==> config.mk <==
export PLATFORM = sky130hd
export DESIGN_NAME = sha256_w_sched_stream
export DESIGN_NICKNAME = d
export VERILOG_FILES = /design/src/rtl/sha256_pkg.sv /design/src/rtl/sha256_w_step.sv /design/src/rtl/sha256_w_sched_stream.sv
export SDC_FILE = /design/constraint.sdc
export NUM_CORES = 2
export LEC_CHECK = 0
export CORE_UTILIZATION = 47
export CTS_CLUSTER_DIAMETER = 120
export DETAILED_ROUTE_END_ITERATION = 10
export PLACE_DENSITY = 0.85
export SLEW_MARGIN = 20
export SYNTH_ARGS = -nofsm -noshare
export SYNTH_HDL_FRONTEND = slang
export SYNTH_SLANG_ARGS = --single-unit
==> constraint.sdc <==
create_clock -name CLK -period 3.6 [get_ports CLK]
set_input_delay 0.54 -clock CLK [delete_from_list [all_inputs] [get_ports CLK]]
set_output_delay 0.54 -clock CLK [all_outputs]
set_load 0.005 [all_outputs]
==> src/rtl/sha256_pkg.sv <==
// Shared SHA-256 definitions: word/block widths, schedule FSM states,
// and the small sigma functions used by the message-schedule expansion.
package sha256_pkg;

  localparam int SHA256_WORD_W  = 32;
  localparam int SHA256_BLOCK_W = 512;
  localparam int SHA256_WIN_N   = 16;

  typedef enum logic {
    IDLE   = 1'b0,
    EXPAND = 1'b1
  } sched_state_t;

  function automatic logic [SHA256_WORD_W-1:0] sha256_rotr(
    input logic [SHA256_WORD_W-1:0] x,
    input int unsigned              n
  );
    return (x >> n) | (x << (SHA256_WORD_W - n));
  endfunction

  function automatic logic [SHA256_WORD_W-1:0] sha256_s0(input logic [SHA256_WORD_W-1:0] x);
    return sha256_rotr(x, 7) ^ sha256_rotr(x, 18) ^ (x >> 3);
  endfunction

  function automatic logic [SHA256_WORD_W-1:0] sha256_s1(input logic [SHA256_WORD_W-1:0] x);
    return sha256_rotr(x, 17) ^ sha256_rotr(x, 19) ^ (x >> 10);
  endfunction

  // Word i of a block, W0 in the most significant 32 bits.
  function automatic logic [SHA256_WORD_W-1:0] sha256_block_word(
    input logic [SHA256_BLOCK_W-1:0] blk,
    input int unsigned               i
  );
    return blk[SHA256_BLOCK_W - 1 - SHA256_WORD_W * i -: SHA256_WORD_W];
  endfunction

endpackage

==> src/rtl/sha256_w_step.sv <==
// One step of the SHA-256 schedule recurrence:
// W_t = s1(W_t-2) + W_t-7 + s0(W_t-15) + W_t-16 (mod 2^32). Purely combinational.
module sha256_w_step
  import sha256_pkg::*;
(
  input  logic [SHA256_WORD_W-1:0] w_m2,
  input  logic [SHA256_WORD_W-1:0] w_m7,
  input  logic [SHA256_WORD_W-1:0] w_m15,
  input  logic [SHA256_WORD_W-1:0] w_m16,
  output logic [SHA256_WORD_W-1:0] w_new
);

  assign w_new = sha256_s1(w_m2) + w_m7 + sha256_s0(w_m15) + w_m16;

endmodule

==> src/rtl/sha256_w_sched_stream.sv <==
// Streaming SHA-256 message-schedule generator. Takes one 512-bit block over
// valid/ready and emits W0..W(NROUNDS-1), WPC words per beat, with output
// backpressure, synchronous flush and bubble-free back-to-back blocks.
// The 16-word window always holds W_t..W_t+15 for the beat currently presented,
// so the WPC new words W_t+16.. only ever read window entries and never each other.
module sha256_w_sched_stream
  import sha256_pkg::*;
#(
  parameter int WPC     = 1,
  parameter int NROUNDS = 64
) (
  input  logic                          CLK,
  input  logic                          RST,
  input  logic                          flush,
  input  logic                          in_valid,
  output logic                          in_ready,
  input  logic [SHA256_BLOCK_W-1:0]     block_in,
  output logic                          out_valid,
  input  logic                          out_ready,
  output logic [5:0]                    out_idx,
  output logic [SHA256_WORD_W*WPC-1:0]  w_out,
  output logic                          block_done,
  output logic                          busy
);

  localparam logic [5:0] LAST_IDX = 6'(NROUNDS - WPC);
  localparam logic [5:0] IDX_STEP = 6'(WPC);

  if (WPC != 1 && WPC != 2) begin : g_bad_wpc
    $error("sha256_w_sched_stream: WPC must be 1 or 2");
  end
  if (NROUNDS < 16 || NROUNDS > 64 || (NROUNDS % WPC) != 0) begin : g_bad_nrounds
    $error("sha256_w_sched_stream: NROUNDS must be in 16..64 and a multiple of WPC");
  end

  sched_state_t              state;
  logic [SHA256_WORD_W-1:0]  win     [SHA256_WIN_N];
  logic [SHA256_WORD_W-1:0]  win_nxt [SHA256_WIN_N];
  logic [SHA256_WORD_W-1:0]  blk_w   [SHA256_WIN_N];
  logic [SHA256_WORD_W-1:0]  new_w   [WPC];
  logic [SHA256_WORD_W*WPC-1:0] w_load;
  logic [SHA256_WORD_W*WPC-1:0] w_shift;
  logic                      last_beat;
  logic                      consume;
  logic                      accept;

  // Handshake qualifiers; flush overrides both consume and accept.
  assign last_beat  = (out_idx == LAST_IDX);
  assign consume    = out_valid & out_ready & ~flush;
  assign in_ready   = ~flush & ((state == IDLE) |
                                ((state == EXPAND) & out_ready & last_beat));
  assign accept     = in_valid & in_ready;
  assign block_done = consume & last_beat;
  assign busy       = (state != IDLE);

  // WPC parallel recurrence steps; step g produces W_t+16+g.
  for (genvar g = 0; g < WPC; g++) begin : g_step
    sha256_w_step u_step (
      .w_m2  (win[14 + g]),
      .w_m7  (win[9 + g]),
      .w_m15 (win[1 + g]),
      .w_m16 (win[g]),
      .w_new (new_w[g])
    );
  end

  // Unpack the incoming block into window order.
  always_comb begin
    for (int i = 0; i < SHA256_WIN_N; i++) begin
      blk_w[i] = sha256_block_word(block_in, i);
    end
  end

  // Window after a consume: drop WPC oldest words, append the new ones.
  always_comb begin
    for (int i = 0; i < SHA256_WIN_N; i++) begin
      win_nxt[i] = win[i];
    end
    for (int i = 0; i < SHA256_WIN_N - WPC; i++) begin
      win_nxt[i] = win[i + WPC];
    end
    for (int i = 0; i < WPC; i++) begin
      win_nxt[SHA256_WIN_N - WPC + i] = new_w[i];
    end
  end

  // Next output beat for the two update cases (fresh block or shifted window).
  always_comb begin
    w_load  = '0;
    w_shift = '0;
    for (int i = 0; i < WPC; i++) begin
      w_load[SHA256_WORD_W*i +: SHA256_WORD_W]  = blk_w[i];
      w_shift[SHA256_WORD_W*i +: SHA256_WORD_W] = win_nxt[i];
    end
  end

  // FSM, round index, shift window and registered output beat.
  always_ff @(posedge CLK or negedge RST) begin
    if (!RST) begin
      state     <= IDLE;
      out_valid <= 1'b0;
      out_idx   <= '0;
      w_out     <= '0;
      for (int i = 0; i < SHA256_WIN_N; i++) begin
        win[i] <= '0;
      end
    end else if (flush) begin
      state     <= IDLE;
      out_valid <= 1'b0;
    end else if (accept) begin
      // Covers both IDLE accepts and the back-to-back accept on the last beat.
      state     <= EXPAND;
      out_valid <= 1'b1;
      out_idx   <= '0;
      w_out     <= w_load;
      win       <= blk_w;
    end else if (consume) begin
      if (last_beat) begin
        state     <= IDLE;
        out_valid <= 1'b0;
      end else begin
        out_idx <= out_idx + IDX_STEP;
        w_out   <= w_shift;
        win     <= win_nxt;
      end
    end
  end

endmodule
# Word-level counts from Yosys, hierarchy flattened
# Cells that the tools add are included.
# word_totals
ff_bits	551
latch_bits	0
ramBits	0
romBits	0
in_bits	517
output_inout_bits	42
word_cells	60
mem_count	0
# classes
n_addsub	4
mul	0
div	0
n_lt_le_gt_ge	0
n_eq_ne	2
shift	0
n_mux	13
bitwise	17
n_reduce_logical	5
# op_table
operator	count
two-way mux 512 bit	3
adder 32 bit	3
two-way mux 32 bit	3
bitwise XOR 32 bit	2
OR 13 x 32 -> 32 bit	1
OR 14 x 32 -> 32 bit	1
OR 15 x 32 -> 32 bit	1
OR 25 x 32 -> 32 bit	1
bitwise XOR 32 x 22 -> 32 bit	1
bitwise XOR 32 x 29 -> 32 bit	1
two-way mux 6 bit	3
adder 6 x 1 -> 6 bit (second input constant)	1
AND 1 bit	6
equality test 6 bit (second input constant)	1
nonzero test 3 bit	2
two-way mux 1 bit	4
AND reduction 3 bit	1
!= test 2 x 1 -> 1 bit (second input constant)	1
inverter 1 bit	2
AND reduction 2 bit	1
nonzero test 2 bit	1
OR 1 bit	1

# Depth between registers and ports, before layout
# logic_depth
ltp_word	9
mapped_depth	17
depth_no_buf	15

# By module
# Synthesis repeated with hierarchy kept, for this count alone.
# unflattened
cells_unflattened	2878
area_unflattened_um2	27896.8
# modules_own_cells
mod	n_inst	cells_per_inst	area_each_um2	seq_area_each_um2
sha256_w_sched_stream	1	2356	23500.0	12987.5
sha256_w_step	1	522	4396.7	0.0

# Worst setup path after synthesis
# No wires, ideal clock.
# synth_timing
path_type	register to register
startpoint	reg win[43] in the netlist's numbering
endpoint	reg win[25] in the netlist's numbering
setup_time_ns	0.069
t_arrival_ns	3.771
required_time_ns	3.531
setup_slack_ns	-0.240
stages_incl_launch_ff	16
n_path_buf	1
synth_period_minus_slack_ns	3.840
path_cell_list	dfrtp_1 clkbuf_1 xnor2_1 xnor2_1 fa_1 fa_1 ha_1 fa_1 a211oi_2 o21ai_2 nand2_2 o41ai_4 a31oi_2 nor2_1 or4_1 nand3_1
# synth_via
elab_chain_cells	9
# synth_rtl
element	line_no	text
from (decl)	sha256_w_sched_stream.sv:37	logic [SHA256_WORD_W-1:0] win [SHA256_WIN_N];
from (signal assigned)	sha256_w_sched_stream.sv:116	win <= blk_w;
from (signal assigned)	sha256_w_sched_stream.sv:124	win <= win_nxt;
OR 13 x 32 -> 32 bit	sha256_pkg.sv:18	return (x >> n) | (x << (SHA256_WORD_W - n));
bitwise XOR 32 bit	sha256_pkg.sv:26	return sha256_rotr(x, 17) ^ sha256_rotr(x, 19) ^ (x >> 10);
bitwise XOR 32 x 22 -> 32 bit (*)	sha256_pkg.sv:26	
adder 32 bit (*) (3 in a row)	sha256_w_step.sv:13	assign w_new = sha256_s1(w_m2) + w_m7 + sha256_s0(w_m15) + w_m16;
two-way mux 512 bit (*)	sha256_w_sched_stream.sv:118	if (last_beat) begin
two-way mux 512 bit (*)	sha256_w_sched_stream.sv:117	end else if (consume) begin
two-way mux 512 bit (*)	sha256_w_sched_stream.sv:110	end else if (accept) begin
# Mark *: on every way between the ends. The rest lies on a longest branch, timed or not. The select of a mux whose other input is x is not followed.
# A chain may end at the register's enable or synchronous reset.

# Worst setup path after layout
# layout_timing
startpoint	reg win, in the netlist w_shift[20]
endpoint	reg win[25] in the netlist's numbering
# layout_via
elab_chain_cells	8
elab_cells_between_ends	9
classes_between	add/sub: 2; mux: 3; bitwise: 4
# layout_rtl
element	line_no	text
OR 14 x 32 -> 32 bit or OR 25 x 32 -> 32 bit (tied branches)	sha256_pkg.sv:18	
bitwise XOR 32 bit	sha256_pkg.sv:22	return sha256_rotr(x, 7) ^ sha256_rotr(x, 18) ^ (x >> 3);
bitwise XOR 32 x 29 -> 32 bit (*)	sha256_pkg.sv:22	
adder 32 bit (*) (2 in a row)	sha256_w_step.sv:13	
two-way mux 512 bit (*)	sha256_w_sched_stream.sv:118	
two-way mux 512 bit (*)	sha256_w_sched_stream.sv:117	
two-way mux 512 bit (*)	sha256_w_sched_stream.sv:110	
# Marked as above.

==> summary.md <==
| Metric | Value |
|---|---|
| Slew @ Worst Pin | `0.798 ns` |
| Initial Util | `0.478` |
| Setup ws final | `-0.365 ns` |
| Most frequent cells in the layout | `nor2_1 (957), clkdlybuf4s50_1 (557), dfrtp_1 (500), o22ai_1 (489), buf_4 (217)` |
| Post-Syn Area | `0.0258 mm2` |
| VDD IR max | `0.00115 V` |
| GRT Total Usage | `0.358` |
| DRC | `0` |
| Chip height | `236 um` |
| Synthesis-stage register bit count | `519` |
| Clk_skew | `0.0160 ns` |
| Cell Rows | `85` |
| Vias in the first global route | `23881` |
| Post-synth EDFFs | `0` |
| Max clock buf depth | `3` |
| Pwr Total | `0.0443 W` |
| DIE AREA | `0.0559 mm2` |
| I/O Buffers | `558` |
| Hold Crit Endpoint | `win[382]` |
| Outcome | `finished, violations left` |
| Non-Filler Instances | `4223` |
| Antenna violations before repair | `23` |
| IO Count | `559` |
| Final net count | `4079` |
| Worst Setup End Kind | `register` |
| Clk Tree Root Cell | `clkbuf_16` |
| CP Data Required Time | `4.13 ns` |
| Final Hold Viols | `0` |
| Reg2reg start | `w_shift[20]` |
| Global route overflow | `0` |
| Commonest non-fill, non-tap cell in the layout | `nor2_1` |
| Number of CTS-inserted buffers | `54` |
| Startpoint types | `register` |
| R2r setup slk | `-0.36 ns` |
| Cells on Worst Hold Path | `2` |
| Critical path type | `register to register` |
| DR vias | `24389` |
| RSZ-0062 raised after global routing | `yes` |
| Reg-to-Reg End | `win[25]` |
| Hold Crit Class | `register to register` |
| Largest net degree at the start of global routing | `149` |
| Max cap viols | `0` |
| Initial drt markers | `2528` |
| Clk sinks | `519` |
| Syn_area_per_cell | `9.02 um2` |
| Leakage | `15.2 nW` |
| Worst R2R Path Depth | `16` |
| Inst Count DP | `4092` |
| CTS tree | `yes` |
| CP max FO | `4` |
| Main synth FF type | `dfrtp_1` |
| Max-slew violation count | `0` |
| Routed Antenna Nets | `0` |
| Final worst-path cycle share | `1.10` |
| YS warnings | `0` |
| Final Cell Area | `0.0361 mm2` |
| Relative slew slack | `0.468` |
| Setup TNS | `-3.69 ns` |
| Post-layout util | `0.668` |
| Layout cells sized above 1 | `0.136` |
| Clock Pin Slew Worst Setup and Hold Paths | `0.06 ns` |
| Asr flop ratio synth | `1.00` |
| Area growth from synthesis to layout | `39.7%` |
| Hold path startpoint | `win[382]` |
| Register area share after synthesis | `0.503` |
| Post-DP HPWL | `77.2 mm` |
| Failing checks | `setup timing` |
| Later-pin clock latency in the skew report | `0.61 ns` |
| First-pass GRT wire length | `148 mm` |
| PwrDens | `1230 mW/mm2` |
| Routed WL | `102 mm` |
| Fmax | `252 MHz` |
| RePlAce Congestion | `1.00` |
| Final Critical Period | `3.96 ns` |
| First-pass DRT Iterations | `6` |
| Htree depth | `2` |
| WL/cell | `24.1 um` |
| Post-Synthesis Cells | `2864` |
| Syn Nets | `3475` |
| Arr. time, crit path | `4.49 ns` |
| Core Area | `0.0540 mm2` |
| Die W | `236 um` |
| Unique masters post-synth | `62` |
| DR vias/cell | `5.78` |
| DP Area | `0.0333 mm2` |
| Final setup fails | `17` |
cell families (layout without fill, tap and decap cells):
family	Yosys count	in the layout	share of synthesized area
compound gates	658	658	0.160
xor+xnor	145	145	0.0492
fa+ha+maj	94	94	0.0635
buf+inv	392	1039	0.0643
flops	519	519	0.503
mux	2	2	0.000823
other cells	0	16	0
simple gates	1054	1054	0.159
worst max path at each step:
stage / start / end / slack, ns / cells after the start
after floorplan: w_shift[21] / win[28] / -0.08 / 17
after CTS: win[50] / win[27] / -0.29 / 14
final: w_shift[20] / win[25] / -0.36 / 16
after global placement: win[54] / win[27] / -0.33 / 16
after global routing: w_shift[20] / win[25] / -0.51 / 16
after detailed placement: win[51] / win[20] / -0.32 / 15
worst max-delay path: stages, from the launching register on:
cell and delay [ns]:
dfrtp_2 0.47, xnor2_2 0.17, xnor2_2 0.17, fa_1 0.49
inv_1 0.05, fa_1 0.50, inv_2 0.07, fa_2 0.39
a211oi_2 0.30, o21ai_2 0.10, nand2_2 0.12, o41ai_4 0.09
buf_4 0.16, a31oi_4 0.22, nor2_1 0.06, or4_1 0.41
nand3_1 0.10
cells in the mapped netlist, types with 20 or more instances:
master | number | area share
a21oi_1 | 67 | 0.013
xnor2_1 | 121 | 0.041
buf_2 | 46 | 0.0089
fa_1 | 62 | 0.048
nand2_1 | 32 | 0.0046
ha_1 | 32 | 0.015
clkbuf_1 | 162 | 0.024
buf_4 | 33 | 0.0096
xor2_1 | 24 | 0.0081
nor2_1 | 958 | 0.14
dfrtp_1 | 519 | 0.50
buf_1 | 20 | 0.0029
inv_1 | 129 | 0.019
o22ai_1 | 489 | 0.12
flip-flops by register name (all words and copies together), names as in the netlist:
| signal | count |
|---|---|
| out_idx | 6 |
| w_out | 32 |
| w_shift | 32 |
| busy | 1 |
| win | 448 |
power by group:
| group | internal, W | total (W) | switching [W] |
|---|---|---|---|
| Sequential | 0.00715 | 0.00842 | 0.00126 |
| Clock | 0.00333 | 0.00577 | 0.00244 |
| Combinational | 0.0149 | 0.0301 | 0.0152 |
| Total | 0.0254 | 0.0443 | 0.0189 |
routing by layer:
| layer | global-route usage | wire, um | vias to the layer above |
|---|---|---|---|
| met5 | 0 | 94 | - |
| met4 | 0.153 | 4540 | 14 |
| met3 | 0.0786 | 10100 | 251 |
| met2 | 0.562 | 47300 | 1407 |
| met1 | 0.480 | 39800 | 11819 |
| li1 | - | - | 10898 |
area by class of cell:
type	instances	area, um2
Sequential cell	519	13000
Clock inverter	16	173
Tap cell	696	871
Multi-Input combinational cell	1953	12000
Clock buffer	83	1660
Fill cell	4305	17900
Timing Repair Buffer	811	7850
Antenna cell	16	40.0
Inverter	129	484
per-stage QoR:
step                      hold slack, ns  worst slack, ns
after floorplan                    0.244          -0.0757
after global placement             0.476           -0.327
after detailed placement           0.486           -0.325
after CTS                          0.488           -0.285
after global routing               0.502           -0.510
final                              0.496           -0.365
what timing repair did:
action                                  4_1_cts  5_1_grt
endpoints found under the hold margin        27        0
endpoints found under the setup margin       23       25
hold buffers                                  1        0
gates resized for setup                      99       44
buffers inserted                             14        6
pin swaps                                    47       21
No activity file was read; power rests on OpenSTA's default activity.
